$ cat config.mk
export PLATFORM = sky130hd
export DESIGN_NAME = mips_mc_ctrl
export DESIGN_NICKNAME = d
export VERILOG_FILES = /design/src/rtl/mips_mc_ctrl.sv
export SDC_FILE = /design/constraint.sdc
export NUM_CORES = 1
export LEC_CHECK = 0
export ABC_AREA = 0
export ABC_CLOCK_PERIOD_IN_PS = 5000
export BUFFER_PORTS_ARGS = -buffer_cell sky130_fd_sc_hd__buf_2
export CELL_PAD_IN_SITES_DETAIL_PLACEMENT = 1
export CELL_PAD_IN_SITES_GLOBAL_PLACEMENT = 2
export CORE_AREA = 2 2 46 91
export CTS_BUF_LIST = sky130_fd_sc_hd__clkbuf_16
export DETAILED_ROUTE_END_ITERATION = 7
export DIE_AREA = 0 0 48 93
export HOLD_SLACK_MARGIN = 0.12
export PLACE_DENSITY_LB_ADDON = 0.2
export RECOVER_POWER = 50
export SLEW_MARGIN = 20
export SYNTH_ARGS = -nofsm -noshare
export SYNTH_HDL_FRONTEND = slang
export SYNTH_SLANG_ARGS = --single-unit
$ cat constraint.sdc
create_clock -name clk -period 5 [get_ports clk]
set_clock_uncertainty 0.1 [all_clocks]
set_input_delay 1 -clock clk [delete_from_list [all_inputs] [get_ports clk]]
set_output_delay 1 -clock clk [all_outputs]
set_load 0.01 [all_outputs]
$ cat src/rtl/mips_mc_ctrl.sv
// Multicycle MIPS control FSM: sequences PC, memory, IR, ALU and write-back.
// Memory states stall on mem_ready under a watchdog that traps on timeout.
module mips_mc_ctrl #(
  parameter int WAIT_MAX = 15,
  parameter int WCNT_W   = 8
) (
  input  logic       clk,
  input  logic       rst_n,
  input  logic [5:0] opcode,
  input  logic       zero,
  input  logic       mem_ready,
  output logic       pc_write,
  output logic       pc_write_cond,
  output logic       iord,
  output logic       mem_read,
  output logic       mem_write,
  output logic       ir_write,
  output logic       reg_write,
  output logic [1:0] reg_dst,
  output logic [1:0] mem_to_reg,
  output logic       alu_src_a,
  output logic [1:0] alu_src_b,
  output logic [1:0] alu_op,
  output logic [1:0] pc_source,
  output logic       illegal_op,
  output logic       mem_timeout,
  output logic [3:0] state_o
);

  typedef enum logic [3:0] {
    S_FETCH   = 4'd0,
    S_DECODE  = 4'd1,
    S_MADDR   = 4'd2,
    S_MREAD   = 4'd3,
    S_WBLOAD  = 4'd4,
    S_MWRITE  = 4'd5,
    S_EXECR   = 4'd6,
    S_WBR     = 4'd7,
    S_BRANCH  = 4'd8,
    S_JUMP    = 4'd9,
    S_JAL     = 4'd10,
    S_EXECI   = 4'd11,
    S_WBI     = 4'd12,
    S_TRAP    = 4'd13
  } state_t;

  localparam logic [5:0] OP_R    = 6'b000000;
  localparam logic [5:0] OP_LW   = 6'b100011;
  localparam logic [5:0] OP_SW   = 6'b101011;
  localparam logic [5:0] OP_BEQ  = 6'b000100;
  localparam logic [5:0] OP_J    = 6'b000010;
  localparam logic [5:0] OP_JAL  = 6'b000011;
  localparam logic [5:0] OP_ADDI = 6'b001000;

  localparam logic [WCNT_W-1:0] WLAST = WCNT_W'(WAIT_MAX - 1);

  state_t            state;
  state_t            nxt;
  logic [WCNT_W-1:0] wcnt;
  logic              c_ill;
  logic              c_to;
  logic              mem_st;
  logic              stall;
  logic              tmo;

  assign mem_st = (state == S_FETCH) || (state == S_MREAD) ||
                  (state == S_MWRITE);
  assign stall  = mem_st && !mem_ready;
  assign tmo    = stall && (wcnt == WLAST);
  assign state_o = state;

  always_comb begin
    nxt = S_FETCH;
    unique case (state)
      S_FETCH:  nxt = mem_ready ? S_DECODE : (tmo ? S_TRAP : S_FETCH);
      S_DECODE: begin
        unique case (1'b1)
          opcode == OP_R:    nxt = S_EXECR;
          opcode == OP_LW,
          opcode == OP_SW:   nxt = S_MADDR;
          opcode == OP_BEQ:  nxt = S_BRANCH;
          opcode == OP_J:    nxt = S_JUMP;
          opcode == OP_JAL:  nxt = S_JAL;
          opcode == OP_ADDI: nxt = S_EXECI;
          default:           nxt = S_TRAP;
        endcase
      end
      // opcode re-sampled; a non-memory op here is treated as illegal
      S_MADDR:  nxt = (opcode == OP_LW) ? S_MREAD :
                      (opcode == OP_SW) ? S_MWRITE : S_TRAP;
      S_MREAD:  nxt = mem_ready ? S_WBLOAD : (tmo ? S_TRAP : S_MREAD);
      S_MWRITE: nxt = mem_ready ? S_FETCH : (tmo ? S_TRAP : S_MWRITE);
      S_EXECR:  nxt = S_WBR;
      S_EXECI:  nxt = S_WBI;
      default:  nxt = S_FETCH;
    endcase
  end

  always_ff @(posedge clk or negedge rst_n) begin
    if (!rst_n) begin
      state <= S_FETCH;
      wcnt  <= '0;
      c_ill <= 1'b0;
      c_to  <= 1'b0;
    end else begin
      state <= nxt;
      wcnt  <= (stall && nxt == state) ? wcnt + 1'b1 : '0;
      c_ill <= (nxt == S_TRAP) && !tmo;
      c_to  <= (nxt == S_TRAP) && tmo;
    end
  end

  // Decode is gated by rst_n so strobes drop the instant reset asserts
  always_comb begin
    pc_write      = 1'b0;
    pc_write_cond = 1'b0;
    iord          = 1'b0;
    mem_read      = 1'b0;
    mem_write     = 1'b0;
    ir_write      = 1'b0;
    reg_write     = 1'b0;
    reg_dst       = 2'b00;
    mem_to_reg    = 2'b00;
    alu_src_a     = 1'b0;
    alu_src_b     = 2'b00;
    alu_op        = 2'b00;
    pc_source     = 2'b00;
    illegal_op    = 1'b0;
    mem_timeout   = 1'b0;
    if (rst_n) begin
      unique case (state)
        S_FETCH: begin
          mem_read  = 1'b1;
          alu_src_b = 2'b01;
          ir_write  = mem_ready;
          pc_write  = mem_ready;
        end
        S_DECODE: alu_src_b = 2'b11;
        S_MADDR: begin
          alu_src_a = 1'b1;
          alu_src_b = 2'b10;
        end
        S_MREAD: begin
          mem_read = 1'b1;
          iord     = 1'b1;
        end
        S_WBLOAD: begin
          reg_write  = 1'b1;
          mem_to_reg = 2'b01;
        end
        S_MWRITE: begin
          mem_write = 1'b1;
          iord      = 1'b1;
        end
        S_EXECR: begin
          alu_src_a = 1'b1;
          alu_op    = 2'b10;
        end
        S_WBR: begin
          reg_write = 1'b1;
          reg_dst   = 2'b01;
        end
        S_BRANCH: begin
          alu_src_a     = 1'b1;
          alu_op        = 2'b01;
          pc_write_cond = 1'b1;
          pc_source     = 2'b01;
        end
        S_JUMP: begin
          pc_write  = 1'b1;
          pc_source = 2'b10;
        end
        S_JAL: begin
          reg_write  = 1'b1;
          reg_dst    = 2'b10;
          mem_to_reg = 2'b10;
          pc_write   = 1'b1;
          pc_source  = 2'b10;
        end
        S_EXECI: begin
          alu_src_a = 1'b1;
          alu_src_b = 2'b10;
        end
        S_WBI: reg_write = 1'b1;
        S_TRAP: begin
          illegal_op  = c_ill;
          mem_timeout = c_to;
        end
        default: ;
      endcase
    end
  end

  logic unused_zero;
  assign unused_zero = zero;

endmodule

==> impl_summary.md <==
Die
The die is 48 um wide. The area of the die is 0.00446 mm^2. The top-level port count is 34. The row count is 32. The total area inside the core boundary comes to 0.00380 mm^2.

Once the floorplan was initialized, standard cells occupied 28.7% of the core. The die is 93 um tall.

Route
Summing over every cut layer, the via total after detailed routing is 1,121. The post-detailed-route count of antenna-violating nets is 0. The number of search-and-repair iterations in the first detailed-routing pass is 4. The detailed router finished its first iteration with 17 violations. In the routed layout, each cell is associated on average with a via count of 5.07. The DRC violations left is 0. In the final routed layout, each cell accounts on average for 14.8 um.

After detailed routing, the total wire length is 3270 um.

Global route
The leftover overflow at the end of global routing is 0. The global-route wire length before repair is 5430 um. The number of global-route vias before repair was 1,184. The initial antenna violation count is 0.

The overall track demand over capacity in global routing is 16.7%. The largest net degree at the start of global routing is 23.

Critical path
The critical path ends at pc_source[0]. The most critical setup path has its startpoint at rst_n. The cell count of the worst reg-to-reg path is 5. In this run the critical register-to-register path is captured at state_o[0]$_DFF_PN0_. The critical register-to-register path startpoint is state_o[2]$_DFF_PN0_.

STA classifies the critical path startpoint as an input port. The setup slack of the worst register-to-register path is 2.55 ns. Data on the critical path arrives at its endpoint at 2.60 ns. In this run the worst path has a maximum fanout of 22.

The largest single stage delay on the critical path is 0.79 ns. The endpoint required time on the critical path is 3.90 ns. The critical path goes through clkbuf_1 > nand2_1 > nor3_1 > buf_2.

The kind of end point of the critical path is a primary output. The type of the worst setup path is in2out. The largest individual stage delay along the critical path comes from the cell sky130_fd_sc_hd__clkbuf_1.

Place
Detailed placement ended at an HPWL of 2600 um. Including well taps, the total number of placed cells is 218. The worst setup slack after placement is 1.81 ns. The number of buffers inserted by port buffering is 32. The congestion estimate from routability-driven global placement came to 0.780.

Timing
Setup repair after global routing left no endpoint under its margin. The worst path uses 74.0% of the clock period. Once routing completed, OpenROAD measured the worst setup slack at 1.30 ns. The accumulated negative setup slack is 0 ns. Static timing analysis puts the maximum clock frequency at 270 MHz. The final period demand of the worst path is 3.70 ns. The total of endpoints with negative setup slack in the final report is 0. The final hold violation count is 0. The transition time of the tightest slew-check pin is 1.10 ns. The number of pins exceeding their max-slew limit in the final report is 0. The headroom to the max-slew limit is 26.4%.

Clocking
The number of buffers created by CTS is 3. The number of buffers inserted by hold repair at cts is 0. The number of gates resized after CTS was 0.

The register clock-pin slew on the reported worst setup and hold paths is 0.04 ns. The number of setup buffers added after CTS is 0. TritonCTS built the clock tree.

The clock passes through at most 2 buffers. The clock drives 14 sinks. The maximum level of the CTS H-tree is 1.

The clock reaches the later pin of the worst-skew pair after 0.24 ns. The root cell of the clock tree is sky130_fd_sc_hd__clkbuf_16.

Layout
The number of antenna diodes in the final layout is 0. In the final layout, the share of cells above drive strength 1 is 19.4%. The area added between synthesis and finish is 20.7%.

At the end of the flow, the number of nets in the layout was 184. Once layout is complete, the cells apart from fillers number 221.

Logic synthesis
For this run, the number of Yosys warnings is 0. The number of nets in the synthesized netlist is 156. The fraction of the yosys area taken by sequential cells is 32.1%. Dividing the synthesized area by the synthesized cell count gives 7.59 um^2. The flop and latch count out of synthesis is 14.

Synthesis produced 144 cells. The unique cell type count in the Yosys netlist is 38. The mapped netlist covers 0.00109 mm^2.

Run
Across the run, the number of max-cap violations was 0.

Pwr
Across the VDD grid, the largest voltage drop is 192 uV. In this run the power density over the cells is 421 mW/mm^2. The analysis attributes to cell leakage a power of 0.610 nW.

Status
The run finished with clean final reports.

Min path
The tightest min-delay check is of the reg2reg type.
power breakdown:
group	internal [mW]	total, mW	switching [mW]
Clock	0.104	0.146	0.0419
Sequential	0.130	0.189	0.0590
Combinational	0.0871	0.220	0.133
Total	0.321	0.555	0.234
sequential cells by signal (all words and copies together) (netlist names):
name,count
wcnt,8
c_to,1
state_o,4
c_ill,1
cell families after synthesis:
| family | after synthesis | synth area share [%] |
|---|---|---|
| AO/OA/AOI/OAI | 23 | 13.3 |
| XOR/XNOR | 9 | 7.22 |
| adder cells (fa/ha/maj) | 2 | 2.29 |
| buffers and inverters | 16 | 6.87 |
| flip-flops | 14 | 32.1 |
| multiplexers | 1 | 0.916 |
| AND/OR/NAND/NOR | 79 | 37.3 |
cell usage after synthesis (all sizes together):
cell type | count | area, um^2
o2111ai | 1 | 8.76
a2111oi | 1 | 8.76
xnor2 | 5 | 43.8
buf | 6 | 37.5
nand4 | 4 | 25.0
nand3 | 6 | 30.0
a22oi | 1 | 12.5
o31ai | 1 | 7.51
a21boi | 1 | 7.51
nand2b | 3 | 18.8
nor4b | 3 | 41.3
nor4 | 2 | 12.5
or4 | 2 | 15.0
a21oi | 6 | 30.0
and2 | 1 | 6.26
and4 | 1 | 8.76
nor2 | 30 | 113
nor3 | 8 | 40.0
mux2i | 1 | 10.0
or2 | 2 | 12.5
nand2 | 11 | 41.3
o21ai | 8 | 40.0
inv | 7 | 26.3
o211ai | 1 | 7.51
nor2b | 3 | 18.8
dfrtp | 14 | 350
clkbuf | 3 | 11.3
nor3b | 2 | 15.0
ha | 2 | 25.0
xor2 | 4 | 35.0
o22ai | 2 | 12.5
nor4bb | 1 | 10.0
o211a | 1 | 10.0
critical path: cells and delay by family:
| kind | cells | cell delay (ns) |
|---|---|---|
| buffers and inverters | 2 | 0.97 |
| AND/OR/NAND/NOR | 2 | 0.62 |
cells in the final DEF, fill, tap and decap left out, types with 2 or more instances in the layout:
| master | netlist | final |
|---|---|---|
| sky130_fd_sc_hd__nor2_1 | 30 | 30 |
| sky130_fd_sc_hd__clkbuf_16 | 0 | 3 |
| sky130_fd_sc_hd__o22ai_1 | 2 | 2 |
| sky130_fd_sc_hd__nand4_1 | 4 | 4 |
| sky130_fd_sc_hd__clkbuf_1 | 3 | 3 |
| sky130_fd_sc_hd__inv_1 | 7 | 7 |
| sky130_fd_sc_hd__nor3_1 | 8 | 8 |
| sky130_fd_sc_hd__nor2b_1 | 3 | 3 |
| sky130_fd_sc_hd__nand3_1 | 6 | 6 |
| sky130_fd_sc_hd__dfrtp_1 | 14 | 14 |
| sky130_fd_sc_hd__buf_2 | 3 | 29 |
| sky130_fd_sc_hd__nand2b_1 | 3 | 3 |
| sky130_fd_sc_hd__nor4b_1 | 2 | 3 |
| sky130_fd_sc_hd__o21ai_0 | 8 | 8 |
| sky130_fd_sc_hd__nor3b_1 | 2 | 2 |
| sky130_fd_sc_hd__nor4_1 | 2 | 2 |
| sky130_fd_sc_hd__nand2_1 | 11 | 11 |
| sky130_fd_sc_hd__xnor2_1 | 5 | 5 |
| sky130_fd_sc_hd__or4_1 | 2 | 2 |
| sky130_fd_sc_hd__xor2_1 | 4 | 4 |
| sky130_fd_sc_hd__a21oi_1 | 6 | 6 |
| sky130_fd_sc_hd__ha_1 | 2 | 2 |
worst min path at each step:
stage | start | endpoint | slack [ns] | cells past startpoint
floorplan | wcnt[0]$_DFF_PN0_ | wcnt[0]$_DFF_PN0_ | 0.37 | 1
detailed placement | wcnt[0]$_DFF_PN0_ | wcnt[0]$_DFF_PN0_ | 0.41 | 1
global route | wcnt[0]$_DFF_PN0_ | wcnt[0]$_DFF_PN0_ | 0.44 | 1
finish | wcnt[0]$_DFF_PN0_ | wcnt[0]$_DFF_PN0_ | 0.41 | 1
CTS | wcnt[0]$_DFF_PN0_ | wcnt[0]$_DFF_PN0_ | 0.42 | 1
global placement | wcnt[0]$_DFF_PN0_ | wcnt[0]$_DFF_PN0_ | 0.40 | 1
per-stage QoR:
stage | util [%] | hold WS [ns] | area [um^2] | power (mW)
5_1_grt | 34.7 | 0.436 | 1320 | 0.605
6_report | 34.7 | 0.412 | 1320 | 0.555
4_1_cts | 35.3 | 0.419 | 1340 | 0.577
2_1_floorplan | - | 0.368 | 1090 | 0.345
3_3_place_gp | 33.3 | 0.404 | 1270 | 0.423
3_5_place_dp | 33.3 | 0.412 | 1270 | 0.426
cell type report:
type | count | area [um^2]
Fill cell | 498 | 2480
Multi-Input combinational cell | 114 | 647
Sequential cell | 14 | 350
Timing Repair Buffer | 32 | 156
Clock buffer | 3 | 75.1
Tap cell | 51 | 63.8
Inverter | 7 | 26.3
layer usage:
| layer | share of wire (%) | vias to the layer above | global-route usage [%] |
|---|---|---|---|
| li1 | - | 553 | - |
| met1 | 36 | 535 | 17.5 |
| met2 | 59 | 24 | 31.0 |
| met3 | 2.0 | 9 | 1.35 |
| met4 | 2.6 | 0 | 6.76 |
| met5 | 0 | - | 0 |
Note: power is estimated with default switching activity, not from simulation.
